**config.mk**
```make
export PLATFORM = sky130hd
export DESIGN_NAME = record_timer_ctrl
export DESIGN_NICKNAME = d
export VERILOG_FILES = /design/src/rtl/record_timer_ctrl.sv
export SDC_FILE = /design/constraint.sdc
export NUM_CORES = 1
export LEC_CHECK = 0
export CORE_MARGIN = 2
export CORE_UTILIZATION = 27
export CTS_BUF_LIST = sky130_fd_sc_hd__clkbuf_4 sky130_fd_sc_hd__clkbuf_8 sky130_fd_sc_hd__clkbuf_16
export DETAILED_ROUTE_END_ITERATION = 8
export GPL_TIMING_DRIVEN = 0
export HOLD_SLACK_MARGIN = 0.02
export SLEW_MARGIN = 5
export SYNTH_ARGS = -nofsm -noshare
export SYNTH_HDL_FRONTEND = slang
export SYNTH_SLANG_ARGS = --single-unit
```
**constraint.sdc**
```tcl
create_clock -name clk26 -period 2.65 [get_ports clk26]
set_input_delay 0.265 -clock clk26 [delete_from_list [all_inputs] [get_ports clk26]]
set_output_delay 0.265 -clock clk26 [all_outputs]
set_load 0.02 [all_outputs]
```
**src/rtl/record_timer_ctrl.sv**
```systemverilog
// Round sequencer for the record screen: drives the elapsed-time counter,
// keeps a lockstep BCD shadow of its count and holds the best finishing time.
module record_timer_ctrl #(
  parameter logic [7:0] LIMIT = 8'h59
) (
  input  logic       clk26,
  input  logic       reset,
  input  logic       btn_start,
  input  logic       btn_stop,
  input  logic       goal,
  input  logic       btn_clear_best,
  output logic       timer_start,
  output logic       timer_reset,
  output logic [3:0] cur_bcd1,
  output logic [3:0] cur_bcd0,
  output logic [3:0] best_bcd1,
  output logic [3:0] best_bcd0,
  output logic       best_valid,
  output logic       new_record,
  output logic       timeout,
  output logic [1:0] state
);

  typedef enum logic [1:0] {
    S_IDLE = 2'd0,
    S_RUN  = 2'd1,
    S_DONE = 2'd2
  } state_t;

  state_t     state_q, state_d;
  logic [7:0] cur_q, cur_d;
  logic [7:0] best_q, best_d;
  logic       best_valid_q, best_valid_d;
  logic       new_record_q, new_record_d;
  logic       timeout_q, timeout_d;
  logic       timer_start_q, timer_start_d;
  logic       timer_reset_q, timer_reset_d;

  // Tens never exceeds 8 while LIMIT is legal, so no tens wrap is needed.
  function automatic logic [7:0] bcd_inc(input logic [7:0] v);
    logic [7:0] r;
    if (v[3:0] == 4'd9) begin
      r[3:0] = 4'd0;
      r[7:4] = v[7:4] + 4'd1;
    end else begin
      r[3:0] = v[3:0] + 4'd1;
      r[7:4] = v[7:4];
    end
    return r;
  endfunction

  // Packed two-digit BCD orders the same as its binary value (tens first).
  function automatic logic bcd_less(input logic [7:0] a, input logic [7:0] b);
    return (a < b);
  endfunction

  always_comb begin
    state_d      = state_q;
    cur_d        = cur_q;
    best_d       = best_q;
    best_valid_d = best_valid_q;
    new_record_d = new_record_q;
    timeout_d    = timeout_q;

    case (state_q)
      S_IDLE: begin
        if (btn_start) begin
          state_d      = S_RUN;
          cur_d        = 8'h00;
          timeout_d    = 1'b0;
          new_record_d = 1'b0;
        end
        if (btn_clear_best) begin
          best_d       = 8'h00;
          best_valid_d = 1'b0;
        end
      end
      S_RUN: begin
        if (btn_stop) begin
          state_d = S_IDLE;
          cur_d   = 8'h00;
        end else if (goal) begin
          state_d = S_DONE;
          if (!best_valid_q || bcd_less(cur_q, best_q)) begin
            best_d       = cur_q;
            best_valid_d = 1'b1;
            new_record_d = 1'b1;
          end
        end else if (cur_q == LIMIT) begin
          state_d   = S_DONE;
          timeout_d = 1'b1;
        end else begin
          cur_d = bcd_inc(cur_q);
        end
      end
      S_DONE: begin
        if (btn_stop) begin
          state_d      = S_IDLE;
          new_record_d = 1'b0;
          timeout_d    = 1'b0;
        end else if (btn_start) begin
          state_d      = S_RUN;
          cur_d        = 8'h00;
          new_record_d = 1'b0;
          timeout_d    = 1'b0;
        end else if (btn_clear_best) begin
          best_d       = 8'h00;
          best_valid_d = 1'b0;
          new_record_d = 1'b0;
        end
      end
      default: begin
        state_d = S_IDLE;
      end
    endcase

    // Counter controls follow the next state so they are registered with it.
    timer_start_d = (state_d == S_RUN);
    timer_reset_d = (state_d == S_IDLE);
  end

  always_ff @(posedge clk26) begin
    if (reset) begin
      state_q       <= S_IDLE;
      cur_q         <= 8'h00;
      best_q        <= 8'h00;
      best_valid_q  <= 1'b0;
      new_record_q  <= 1'b0;
      timeout_q     <= 1'b0;
      timer_start_q <= 1'b0;
      timer_reset_q <= 1'b1;
    end else begin
      state_q       <= state_d;
      cur_q         <= cur_d;
      best_q        <= best_d;
      best_valid_q  <= best_valid_d;
      new_record_q  <= new_record_d;
      timeout_q     <= timeout_d;
      timer_start_q <= timer_start_d;
      timer_reset_q <= timer_reset_d;
    end
  end

  assign timer_start = timer_start_q;
  assign timer_reset = timer_reset_q;
  assign cur_bcd1    = cur_q[7:4];
  assign cur_bcd0    = cur_q[3:0];
  assign best_bcd1   = best_q[7:4];
  assign best_bcd0   = best_q[3:0];
  assign best_valid  = best_valid_q;
  assign new_record  = new_record_q;
  assign timeout     = timeout_q;
  assign state       = state_q;

endmodule

```
==> impl_metrics.toml, run 1 <==
[pwr]
p_leak_nw = 0.651
seq_power_share_pct = 50.3
powerDensity_mw_per_mm2 = 389
combPwrFrac_pct = 17.8
p_sw_share_pct = 27.3
intPower_mw = 0.525
max-vdd-ir-drop_uv = 155
switching_power_mw = 0.197
pwr-share-clk_pct = 31.9

[status]
outcome = "complete, no violations"

[synth]
ys.flop_type = "dfxtp_1"
synth-edff-count = 0
post_synth_inst_count = 167
syn_area_mm2 = 0.00145
ys_seq_area_share_pct = 31.7
yosys_warnings = 0
yosys.cell_types.count = 43
avgSynthCellArea_um2 = 8.69
synthArstFlopShare_pct = 0
ys_seq_elements = 23
synth_fp_nets = 188

[cts]
cts_max_level = 1
clockRootBuffer = "clkbuf_8"
clk_pin_slew_ns = 0.08
ctsHoldBuffers = 0
post_cts_buffers = 0
clk_latency_ns = 0.26
cts_buffers = 3
cts_sinks = 23
cts_resized = 0
cts_tree = "yes"
clk_path_buf_depth = 2

[sta]
fmax_mhz = 427
setup_slack_ns = 0.308
slew_viol_final = 0
worst_pin_slew_ns = 0.477
fin_setup_tns_ns = 0
period_minus_slack_ns = 2.34
worst_clock_skew_ns = 0.00501
rsz0062_at_grt = "false"
relSlewSlack_pct = 68.1
final-hold-violation-count = 0
whs_ns = 0.488
setup_viol = 0
fin_crit_sh_pct = 88.4

[worst_setup_path]
worstPathArrival_ns = 2.52
crit_type = "flip-flop to flip-flop"
cp-end-kind = "flip-flop"
r2r_start = "cur_q[6]"
slowest_stage = "dfxtp_1"
slowest_delay_ns = 0.51
r2r_cells = 7
cp-startpoint = "cur_q[6]"
r2r-end = "best_q[2]"
path_buf_inv = 1
path_cells = "ha_1 -> and3_2 -> a221oi_1 -> o32ai_1 -> buf_6 -> or4_1 -> o31ai_1"
start_kind = "flip-flop"
cp_top_family = "simple AND/OR/NAND/NOR gates"
crit_fanout = 10
regToRegSetupSlack_ns = 0.31
crit_required_ns = 2.83

[routing]
drtPass1Iterations = 4
wl_um = 3520
drc_errors = 0
wl_per_cell_um = 13.1
ant_nets = 0
routed_via_density = 4.96
num_vias = 1328
drtIter0Drc = 56

[min_path]
min_path_type = "input pin to flip-flop"
holdPathStages = 2
hold_path_startpoint = "reset"
whs_endpoint = "state[0]"

[global_route]
grt.overflow.total = 0
grt_pass1_vias = 1270
grt.total_usage_pct = 12.1
grt_pass1_wl_um = 5980
antenna_found_initial = 0
grt_max_degree = 13

[layout]
syn2layout_area_growth_pct = 28.0
final_cells = 268
layout.nets = 220
antenna_cells = 0
drive_above_1_share_pct = 7.07

[die]
die_area_mm2 = 0.00598
start_util_pct = 28.2
die_x_um = 77.3
ios = 29
core_mm2 = 0.00514
dieHeight_um = 77.3
rows = 26

[placement]
port_buffers = 27
placedCellCount = 264
hpwlAfterDp_um = 2680
place_ws_ns = 0.344
gp_congestion = 0.908

[job]
max-cap-violations = 0
layout make-up:
| cell class | count | area [um^2] |
|---|---|---|
| multi-input cells | 124 | 898 |
| inverters | 13 | 48.8 |
| plain buffers | 7 | 43.8 |
| clock buffers | 4 | 48.8 |
| well taps | 70 | 87.6 |
| fillers | 580 | 3280 |
| repair buffers | 27 | 270 |
| flip-flops and latches | 23 | 460 |
synthesized netlist by cell type, types with 2 or more instances:
cell type	number	share of area, %
a211oi_1	2	1.0
a21o_1	2	1.0
a21oi_1	13	4.5
a221oi_1	2	1.2
and3_2	2	1.0
and3b_1	2	1.2
clkbuf_1	5	1.3
dfxtp_1	23	32
ha_1	15	13
inv_1	13	3.4
mux2i_1	2	1.4
nand2_1	14	3.6
nand2b_1	3	1.3
nand3b_1	2	1.0
nand4_1	2	0.86
nor2_1	11	2.8
nor2b_1	2	0.86
nor3_1	5	1.7
nor3b_1	2	1.0
o211ai_1	2	1.0
o21ai_0	7	2.4
o31ai_1	7	3.6
or3_1	2	0.86
or4_1	8	4.1
layout by cell type, fill, tap and decap left out, drive strengths merged, types with 2 or more instances in the layout:
| master | count |
|---|---|
| or4 | 8 |
| nor2b | 2 |
| nand2 | 14 |
| a211oi | 2 |
| or3 | 2 |
| nand2b | 4 |
| nor3 | 6 |
| dfxtp | 23 |
| a21oi | 13 |
| inv | 13 |
| clkbuf | 10 |
| nand3b | 2 |
| o211ai | 2 |
| o21ai | 7 |
| clkdlybuf4s50 | 27 |
| a21o | 3 |
| nand4 | 2 |
| and3b | 2 |
| nor3b | 2 |
| ha | 15 |
| o31ai | 7 |
| a221oi | 2 |
| nor2 | 11 |
| mux2i | 2 |
| and3 | 3 |
state kept, by name (all words and copies together) (netlist names):
| name | flops |
|---|---|
| timer_reset | 1 |
| timeout | 1 |
| cur_q | 8 |
| best_valid | 1 |
| new_record | 1 |
| state | 2 |
| timer_start | 1 |
| best_q | 8 |
per-layer routing:
layer / track usage (%) / part of all wire, % / vias up
met5: 0 / 0 / -
met4: 3.75 / 0.54 / 0
met3: 1.53 / 5.3 / 2
met2: 19.1 / 46 / 35
met1: 17.1 / 48 / 611
li1: - / - / 680
power by group through the flow:
| stage | sequential (mW) | clock (mW) | combinational [mW] |
|---|---|---|---|
| final | 0.363 | 0.231 | 0.129 |
| after global routing | 0.365 | 0.254 | 0.143 |
| after CTS | 0.363 | 0.243 | 0.129 |
| after detailed placement | 0.371 | 0 | 0.128 |
| after global placement | 0.371 | 0 | 0.129 |
| after floorplan | 0.381 | 0 | 0.0717 |
kinds of logic (layout without fill, tap and decap cells):
family                   count (synthesis)  after routing  synth area share [%]
AND/OR/NAND/NOR                         59             59                  23.2
AO/OA/AOI/OAI                           48             48                  24.4
flip-flops                              23             23                  31.7
buffers and inverters                   20             51                  6.38
adder cells (fa/ha/maj)                 15             15                  12.9
multiplexers                             2              2                  1.38
worst max-delay path by stage:
| stage | depth (start not counted) | to |
|---|---|---|
| 2_1_floorplan | 7 | best_q[2] |
| 3_3_place_gp | 7 | best_q[6] |
| 3_5_place_dp | 7 | best_q[2] |
| 4_1_cts | 7 | best_q[2] |
| 5_1_grt | 7 | best_q[2] |
| 6_report | 7 | best_q[2] |
through the flow:
step           utilization (%)  instance area (um^2)  total power, mW
6_report                  36.1                  1860            0.722
5_1_grt                   36.1                  1860            0.762
2_1_floorplan                -                  1450            0.452
4_1_cts                   36.1                  1860            0.735
3_3_place_gp              35.2                  1810            0.500
3_5_place_dp              35.2                  1810            0.500
Note: power is estimated with default switching activity, not from simulation.
==> run 2: changes to the inputs <==
--- a/config.mk
+++ b/config.mk
@@ -9,6 +9,7 @@
 export CORE_UTILIZATION = 27
 export CTS_BUF_LIST = sky130_fd_sc_hd__clkbuf_4 sky130_fd_sc_hd__clkbuf_8 sky130_fd_sc_hd__clkbuf_16
 export DETAILED_ROUTE_END_ITERATION = 8
+export GPL_ROUTABILITY_DRIVEN = 1
 export GPL_TIMING_DRIVEN = 0
 export HOLD_SLACK_MARGIN = 0.02
 export SLEW_MARGIN = 5
==> results of run 2 <==
No change in the layout: final DEF, timing and power equal those of run 1.
